**config.mk**
```make
export PLATFORM = sky130hd
export DESIGN_NAME = encoder_ctrl
export DESIGN_NICKNAME = d
export VERILOG_FILES = /design/src/rtl/encoder_pkg.sv /design/src/rtl/cw_buffer.sv /design/src/rtl/encoder_ctrl.sv
export SDC_FILE = /design/constraint.sdc
export NUM_CORES = 1
export LEC_CHECK = 0
export BUFFER_PORTS_ARGS = -buffer_cell sky130_fd_sc_hd__buf_2
export CORE_MARGIN = 10
export CORE_UTILIZATION = 54
export DETAILED_ROUTE_END_ITERATION = 12
export PLACE_DENSITY = 0.76
export SLEW_MARGIN = 20
export SYNTH_ARGS = -nofsm -noshare
export SYNTH_HDL_FRONTEND = slang
export SYNTH_SLANG_ARGS = --single-unit
```
**constraint.sdc**
```tcl
create_clock -name clk -period 2.5 [get_ports clk]
set_clock_uncertainty 0.1 [all_clocks]
set_input_delay 0.5 -clock clk [delete_from_list [all_inputs] [get_ports clk]]
set_output_delay 0.5 -clock clk [all_outputs]
set_load 0.05 [all_outputs]
```
**src/rtl/encoder_pkg.sv**
```systemverilog
// Shared types and defaults for the constant-weight encoder sequencer.
//   state_e        : sequencer phases (LOAD, KICK, RUN, DRAIN)
//   BYTE_W         : host / FIFO byte width
//   DEF_*          : default message geometry used as parameter defaults
package encoder_pkg;

    typedef enum logic [1:0] {
        LOAD  = 2'd0,
        KICK  = 2'd1,
        RUN   = 2'd2,
        DRAIN = 2'd3
    } state_e;

    localparam int BYTE_W        = 8;
    localparam int DEF_MSG_BYTES = 5;
    localparam int DEF_CW_NUM    = 10;
    localparam int DEF_CW_W      = 10;

endpackage

```
**src/rtl/cw_buffer.sv**
```systemverilog
// Codeword capture buffer: CW_NUM x CW_W register array.
//   clk     : system clock (array is not reset; contents are qualified by indices)
//   we      : write strobe, wr_idx selects the entry, wr_data is stored
//   rd_idx  : combinational read select, rd_data returns the entry (0 if out of range)
module cw_buffer #(
    parameter int CW_NUM = 10,
    parameter int CW_W   = 10,
    parameter int IDX_W  = $clog2(CW_NUM) + 1
) (
    input  logic             clk,
    input  logic             we,
    input  logic [IDX_W-1:0] wr_idx,
    input  logic [CW_W-1:0]  wr_data,
    input  logic [IDX_W-1:0] rd_idx,
    output logic [CW_W-1:0]  rd_data
);

    localparam int AW = (CW_NUM > 1) ? $clog2(CW_NUM) : 1;
    localparam logic [IDX_W-1:0] DEPTH = IDX_W'(CW_NUM);

    logic [CW_W-1:0] mem_q [CW_NUM];

    always_ff @(posedge clk) begin
        if (we && (wr_idx < DEPTH))
            mem_q[wr_idx[AW-1:0]] <= wr_data;
    end

    assign rd_data = (rd_idx < DEPTH) ? mem_q[rd_idx[AW-1:0]] : '0;

endmodule

```
**src/rtl/encoder_ctrl.sv**
```systemverilog
// Sequencer above encoder_top: loads one message into the encoder FIFO,
// kicks the encoder, captures its codewords and replays them downstream.
//   host_valid/host_byte/host_ready : byte stream in (accepted in LOAD only)
//   enc_msg_byte/enc_wr_en          : registered FIFO write port
//   enc_start                       : one-cycle encoder start
//   enc_cw/enc_cw_rdy/enc_cw_done   : encoder output (cannot be stalled)
//   cw_valid/cw_data/cw_last/cw_ready : buffered codeword replay
//   busy, err                       : status (err sticky until reset)
module encoder_ctrl
    import encoder_pkg::*;
#(
    parameter int MSG_BYTES = DEF_MSG_BYTES,
    parameter int CW_NUM    = DEF_CW_NUM,
    parameter int CW_W      = DEF_CW_W,
    parameter int FIFO_LAT  = 2,
    parameter int TIMEOUT   = 1024
) (
    input  logic              clk,
    input  logic              rst_b,
    input  logic              host_valid,
    input  logic [BYTE_W-1:0] host_byte,
    output logic              host_ready,
    output logic [BYTE_W-1:0] enc_msg_byte,
    output logic              enc_wr_en,
    output logic              enc_start,
    input  logic [CW_W-1:0]   enc_cw,
    input  logic              enc_cw_rdy,
    input  logic              enc_cw_done,
    output logic              cw_valid,
    output logic [CW_W-1:0]   cw_data,
    output logic              cw_last,
    input  logic              cw_ready,
    output logic              busy,
    output logic              err
);

    localparam int BC_W  = $clog2(MSG_BYTES) + 1;
    localparam int IDX_W = $clog2(CW_NUM) + 1;
    localparam int KC_W  = $clog2(FIFO_LAT + 1) + 1;
    localparam int WD_W  = $clog2(TIMEOUT) + 1;

    localparam logic [BC_W-1:0]  BC_LAST = BC_W'(MSG_BYTES - 1);
    localparam logic [BC_W-1:0]  BC_ONE  = BC_W'(1);
    localparam logic [IDX_W-1:0] IDX_MAX = IDX_W'(CW_NUM);
    localparam logic [IDX_W-1:0] IDX_ONE = IDX_W'(1);
    localparam logic [KC_W-1:0]  KC_END  = KC_W'(FIFO_LAT);
    localparam logic [KC_W-1:0]  KC_ONE  = KC_W'(1);
    localparam logic [WD_W-1:0]  WD_END  = WD_W'(TIMEOUT - 1);
    localparam logic [WD_W-1:0]  WD_ONE  = WD_W'(1);

    state_e             state_q, state_d;
    logic [BC_W-1:0]    byte_cnt_q;
    logic [KC_W-1:0]    kick_cnt_q;
    logic [IDX_W-1:0]   wr_idx_q, wr_idx_d, rd_idx_q;
    logic [WD_W-1:0]    wdog_q;
    logic               host_ready_q, enc_wr_en_q, enc_start_q, err_q;
    logic [BYTE_W-1:0]  enc_msg_byte_q;
    logic [CW_W-1:0]    rd_data;

    logic accept, store, drop, wd_hit, rd_valid, rd_last, pop;

    always_comb begin
        accept   = (state_q == LOAD) && host_valid && host_ready_q;
        store    = (state_q == RUN) && enc_cw_rdy && (wr_idx_q != IDX_MAX);
        drop     = (state_q == RUN) && enc_cw_rdy && (wr_idx_q == IDX_MAX);
        wr_idx_d = store ? wr_idx_q + IDX_ONE : wr_idx_q;
        // watchdog would reach TIMEOUT on this edge
        wd_hit   = !enc_cw_rdy && (wdog_q == WD_END);
        rd_valid = (state_q == DRAIN) && (rd_idx_q < wr_idx_q);
        rd_last  = rd_valid && (rd_idx_q + IDX_ONE == wr_idx_q);
        pop      = rd_valid && cw_ready;

        state_d = state_q;
        unique case (state_q)
            LOAD:  if (accept && (byte_cnt_q == BC_LAST)) state_d = KICK;
            KICK:  if (kick_cnt_q == KC_END)              state_d = RUN;
            RUN:   if (enc_cw_done || wd_hit)             state_d = DRAIN;
            // an empty buffer falls straight through to LOAD
            DRAIN: if (!rd_valid || (pop && rd_last))     state_d = LOAD;
        endcase
    end

    always_ff @(posedge clk or negedge rst_b) begin
        if (!rst_b) begin
            state_q        <= LOAD;
            byte_cnt_q     <= '0;
            kick_cnt_q     <= '0;
            wr_idx_q       <= '0;
            rd_idx_q       <= '0;
            wdog_q         <= '0;
            host_ready_q   <= 1'b0;
            enc_wr_en_q    <= 1'b0;
            enc_start_q    <= 1'b0;
            enc_msg_byte_q <= '0;
            err_q          <= 1'b0;
        end else begin
            state_q      <= state_d;
            // registered from next state so it drops on the edge taking the last byte
            host_ready_q <= (state_d == LOAD);
            enc_wr_en_q  <= accept;
            enc_start_q  <= (state_q == KICK) && (state_d == RUN);
            kick_cnt_q   <= (state_q == KICK) ? kick_cnt_q + KC_ONE : '0;

            if (accept) begin
                enc_msg_byte_q <= host_byte;
                byte_cnt_q     <= byte_cnt_q + BC_ONE;
            end

            case (state_q)
                KICK: if (state_d == RUN) begin
                    wr_idx_q <= '0;
                    wdog_q   <= '0;
                end
                RUN: begin
                    wr_idx_q <= wr_idx_d;
                    wdog_q   <= enc_cw_rdy ? '0 : wdog_q + WD_ONE;
                    // overflow, timeout, or wrong word count at done
                    if (drop || wd_hit || (enc_cw_done && (wr_idx_d != IDX_MAX)))
                        err_q <= 1'b1;
                end
                DRAIN: begin
                    if (pop) rd_idx_q <= rd_idx_q + IDX_ONE;
                    if (state_d == LOAD) begin
                        byte_cnt_q <= '0;
                        wr_idx_q   <= '0;
                        rd_idx_q   <= '0;
                    end
                end
                default: ;
            endcase
        end
    end

    cw_buffer #(
        .CW_NUM (CW_NUM),
        .CW_W   (CW_W),
        .IDX_W  (IDX_W)
    ) u_buf (
        .clk     (clk),
        .we      (store),
        .wr_idx  (wr_idx_q),
        .wr_data (enc_cw),
        .rd_idx  (rd_idx_q),
        .rd_data (rd_data)
    );

    assign host_ready   = host_ready_q;
    assign enc_msg_byte = enc_msg_byte_q;
    assign enc_wr_en    = enc_wr_en_q;
    assign enc_start    = enc_start_q;
    assign cw_valid     = rd_valid;
    // buffer is not reset, so gate data to keep it at zero when idle
    assign cw_data      = rd_valid ? rd_data : '0;
    assign cw_last      = rd_last;
    assign busy         = !((state_q == LOAD) && (byte_cnt_q == '0));
    assign err          = err_q;

endmodule

```
==> summary.md <==
| Metric | Value |
|---|---|
| Outcome | `finished with violations` |
| Failing checks | `negative setup slack` |
| YS warnings | `0` |
| Port bufs | `48` |
| Longest Clk Path Bufs | `2` |
| Mean Syn Cell Area | `~15 sq um` |
| Worst r2r dst | `wr_idx_q[0]` |
| Post-synth top area share | `between 40% and 50%` |
| R2R depth | `10` |
| Kind of critical path | `reg -> out` |
| Leakage | `3.18 nW` |
| Switching Share | `between 30% and 40%` |
| Worst-path maximum fanout | `8` |
| Internal | `around 6 mW` |
| FFs w/ async S/R, synth | `about 30%` |
| Max Slew Vio Count | `0` |
| FP Rows | `39` |
| Vias in the first global route | `around 4.3k` |
| Fillers | `between 600 and 700` |
| Clock Power Share | `25.8%` |
| Final setup violating endpoints | `12` |
| Worst r2r src | `rd_idx_q[1]` |
| Hold path cells | `2` |
| Layout cells sized above 1 | `41.1%` |
| Core area | `around 11000 sq um` |
| Ant. Diodes | `0` |
| Drt drc | `0` |
| Top cells by area, synth | `edfxtp_1 47%, dfrtp_1 17%, mux4_2 7.1%` |
| Die Width | `between 100 and 150 um` |
| Hold EP | `enc_msg_byte[4]` |
| Tightest Hold Check Type | `in -> reg` |
| Placer Congestion | `0.846` |
| Chip Height | `between 100 and 150 um` |
| Initial core utilization | `55.4%` |
| Hpwl dp | `roughly 9300 um` |
| Synth area leader | `edfxtp_1` |
| Antenna-violating nets left | `0` |
| Slew headroom | `approximately three fifths` |
| Initial antenna violation count | `0` |
| Total power | `between 9 and 10 mW` |
| Sw Pwr | `~3.3 mW` |
| Final Hold Fails | `0` |
| Area Growth Syn to Fin | `31.2%` |
| Worst Tran Pin Value | `0.606 ns` |
| Clock-pin slew on the worst setup and hold paths | `~0.06 ns` |
| Mapped Cells | `around 420` |
| CP arrival | `2.35 ns` |
| Final wirelength | `roughly 14000 um` |
| Area after DPL | `approximately 7300 sq um` |
| R2R setup slack | `~0.080 ns` |
| Post-synth net total | `about 460` |
| TritonRoute pass-1 iters | `5` |
| CTS sink cnt | `around 140` |
| Hold path start | `host_byte[4]` |
| Post-synthesis sequential area ratio | `64.1%` |
| Finished Cell Area | `slightly above 8000 sq um` |
| Overflow after GRT | `0` |
| Min Tclk post-route | `just under 3 ns` |
| Multi-input logic area | `roughly 2500 sq um` |
| I/O pin count | `slightly below 50` |
| Synthesized area | `around 6300 sq um` |
| WL/cell | `a little over 20 um` |
| Synthesis-stage register bit count | `142` |
| Starting DRT DRC Count | `approximately 330` |
| Level count of the clock H-tree | `4` |
| Root buffer cell | `clkbuf_16` |
| Worst EP required | `around 1.9 ns` |
| F_max | `339 MHz` |
| Final net count | `~580` |
| Crit path capture type | `output pin` |
| Drt via density | `5.89` |
| Tot GR Track Use | `between 10% and 20%` |
| Num CTS Buffers | `17` |
| Routed vias | `4083` |
| Die area | `between 15000 and 20000 sq um` |
| Yosys cell types | `57` |
| Reg power frac | `between 30% and 40%` |
| Pin count of the biggest net entering global routing | `28` |
| Final Cycle Share | `118%` |
| Setup WS post-layout | `-0.449 ns` |
| Max Cap Viol | `0` |
| Peak supply drop | `approximately 0.95 mV` |
| CTS tree | `yes` |
| Startpoint Class | `register` |
| RSZ-0062 raised after global routing | `yes` |
| Power Density | `roughly 1100 nW/um^2` |
| EDFF count, synth | `100` |
| Main synth FF type | `edfxtp_1` |
| CP startpoint | `rd_idx_q[0]` |
| First-pass GRT wire length | `about 23000 um` |
| Reg area | `4060 sq um` |
| Clk_lat worst skew | `0.43 ns` |
| Share of total power in combinational logic | `between 40% and 50%` |
==> what timing repair did <==
| item | CTS | global route |
|---|---|---|
| gates cloned | 1 | 0 |
| endpoints found under the setup margin | 13 | 94 |
| buffers inserted | 4 | 6 |
| hold endpoints to repair | 15 | 0 |
| gates resized for setup | 50 | 30 |
| pin swaps | 13 | 15 |
| hold buffers | 1 | 0 |
==> Yosys cell counts, types with 8 or more instances <==
library cell and number:
inv_1 12, edfxtp_1 100, xnor2_1 8, nor2b_1 17, nand2_1 18, a211oi_1 20, mux4_2 20, dfrtp_1 42
and2_1 10, ha_1 15, o21ai_0 23, mux2i_1 12, clkbuf_1 8, nor2_1 20, mux2_2 9
==> worst max-delay path by stage <==
stage / endpoint / slack, ns / depth (start not counted)
2_1_floorplan: cw_data[0] / -0.60 / 11
4_1_cts: cw_data[7] / -0.47 / 7
6_report: cw_data[1] / -0.45 / 7
3_5_place_dp: cw_data[7] / -0.19 / 7
3_3_place_gp: cw_data[1] / -0.11 / 7
5_1_grt: cw_data[9] / -0.54 / 9
==> power by group through the flow <==
stage	clock (mW)	sequential [mW]	combinational, mW
global placement	0	2.99	3.25
detailed placement	0	3.01	3.34
floorplan	0	3.28	1.77
finish	2.41	2.99	3.93
CTS	2.44	2.99	3.71
global route	2.53	3.02	4.21
==> worst max-delay path, stage by stage, from the launching register on <==
cell and delay (ns):
dfrtp_2 0.45, clkbuf_16 0.19, mux4_2 0.51, nor2b_4 0.15
a211oi_2 0.23, buf_4 0.17, a211oi_4 0.04, buf_6 0.17
==> cell families (layout without fill, tap and decap cells) <==
kind of cell	after synthesis	in the layout	synth area share, %
mux	41	41	10.6
flops	142	142	64.1
simple gates	107	107	9.79
xor+xnor	15	15	2.08
buf+inv	33	159	2.61
fa+ha+maj	15	15	2.97
compound gates	71	71	7.82
==> layer usage <==
| layer | part of all wire [%] | track usage [%] | vias up |
|---|---|---|---|
| li1 | - | - | 1846 |
| met3 | 7.3 | 5.83 | 22 |
| met5 | 0 | 0 | - |
| met2 | 49 | 27.5 | 181 |
| met4 | 2.0 | 7.48 | 0 |
| met1 | 42 | 23.0 | 2034 |
==> state kept, by name, indices dropped and copies added (netlist names) <==
signal        count
u_buf.mem_q     100
state_q           2
rd_idx_q          5
wr_idx_q          5
err               1
host_ready        1
enc_msg_byte      8
kick_cnt_q        3
wdog_q           11
enc_wr_en         1
byte_cnt_q        4
enc_start         1
==> placed cells by master (no fill, tap or decap), types with 11 or more instances in the layout <==
master,n
ha_1,11
clkbuf_16,18
mux2i_1,12
buf_2,36
mux4_2,20
buf_4,47
nor2b_1,11
dfrtp_1,41
nand2_1,17
o21ai_0,21
nor2_1,20
edfxtp_1,100
buf_6,19
==> final cells by class <==
cell class              instances  area share, %
clock inverters                11           1.42
repair buffers                115           12.0
multi-input cells             249           29.6
clock buffers                  21           5.43
inverters                      12          0.543
well taps                     143           2.16
flip-flops and latches        142           48.9
==> through the flow <==
stage          setup slack, ns  util (%)  hold slack [ns]  setup TNS [ns]  instances
4_1_cts                 -0.473      71.4            0.200           -4.78        690
5_1_grt                 -0.538      72.7            0.198           -5.66        693
3_3_place_gp            -0.112      64.2            0.337          -0.490        652
2_1_floorplan           -0.599         -            0.104           -5.72        424
6_report                -0.449      72.7            0.206           -4.53        693
3_5_place_dp            -0.186      64.2            0.346          -0.964        652
No activity file was read; power rests on OpenSTA's default activity.
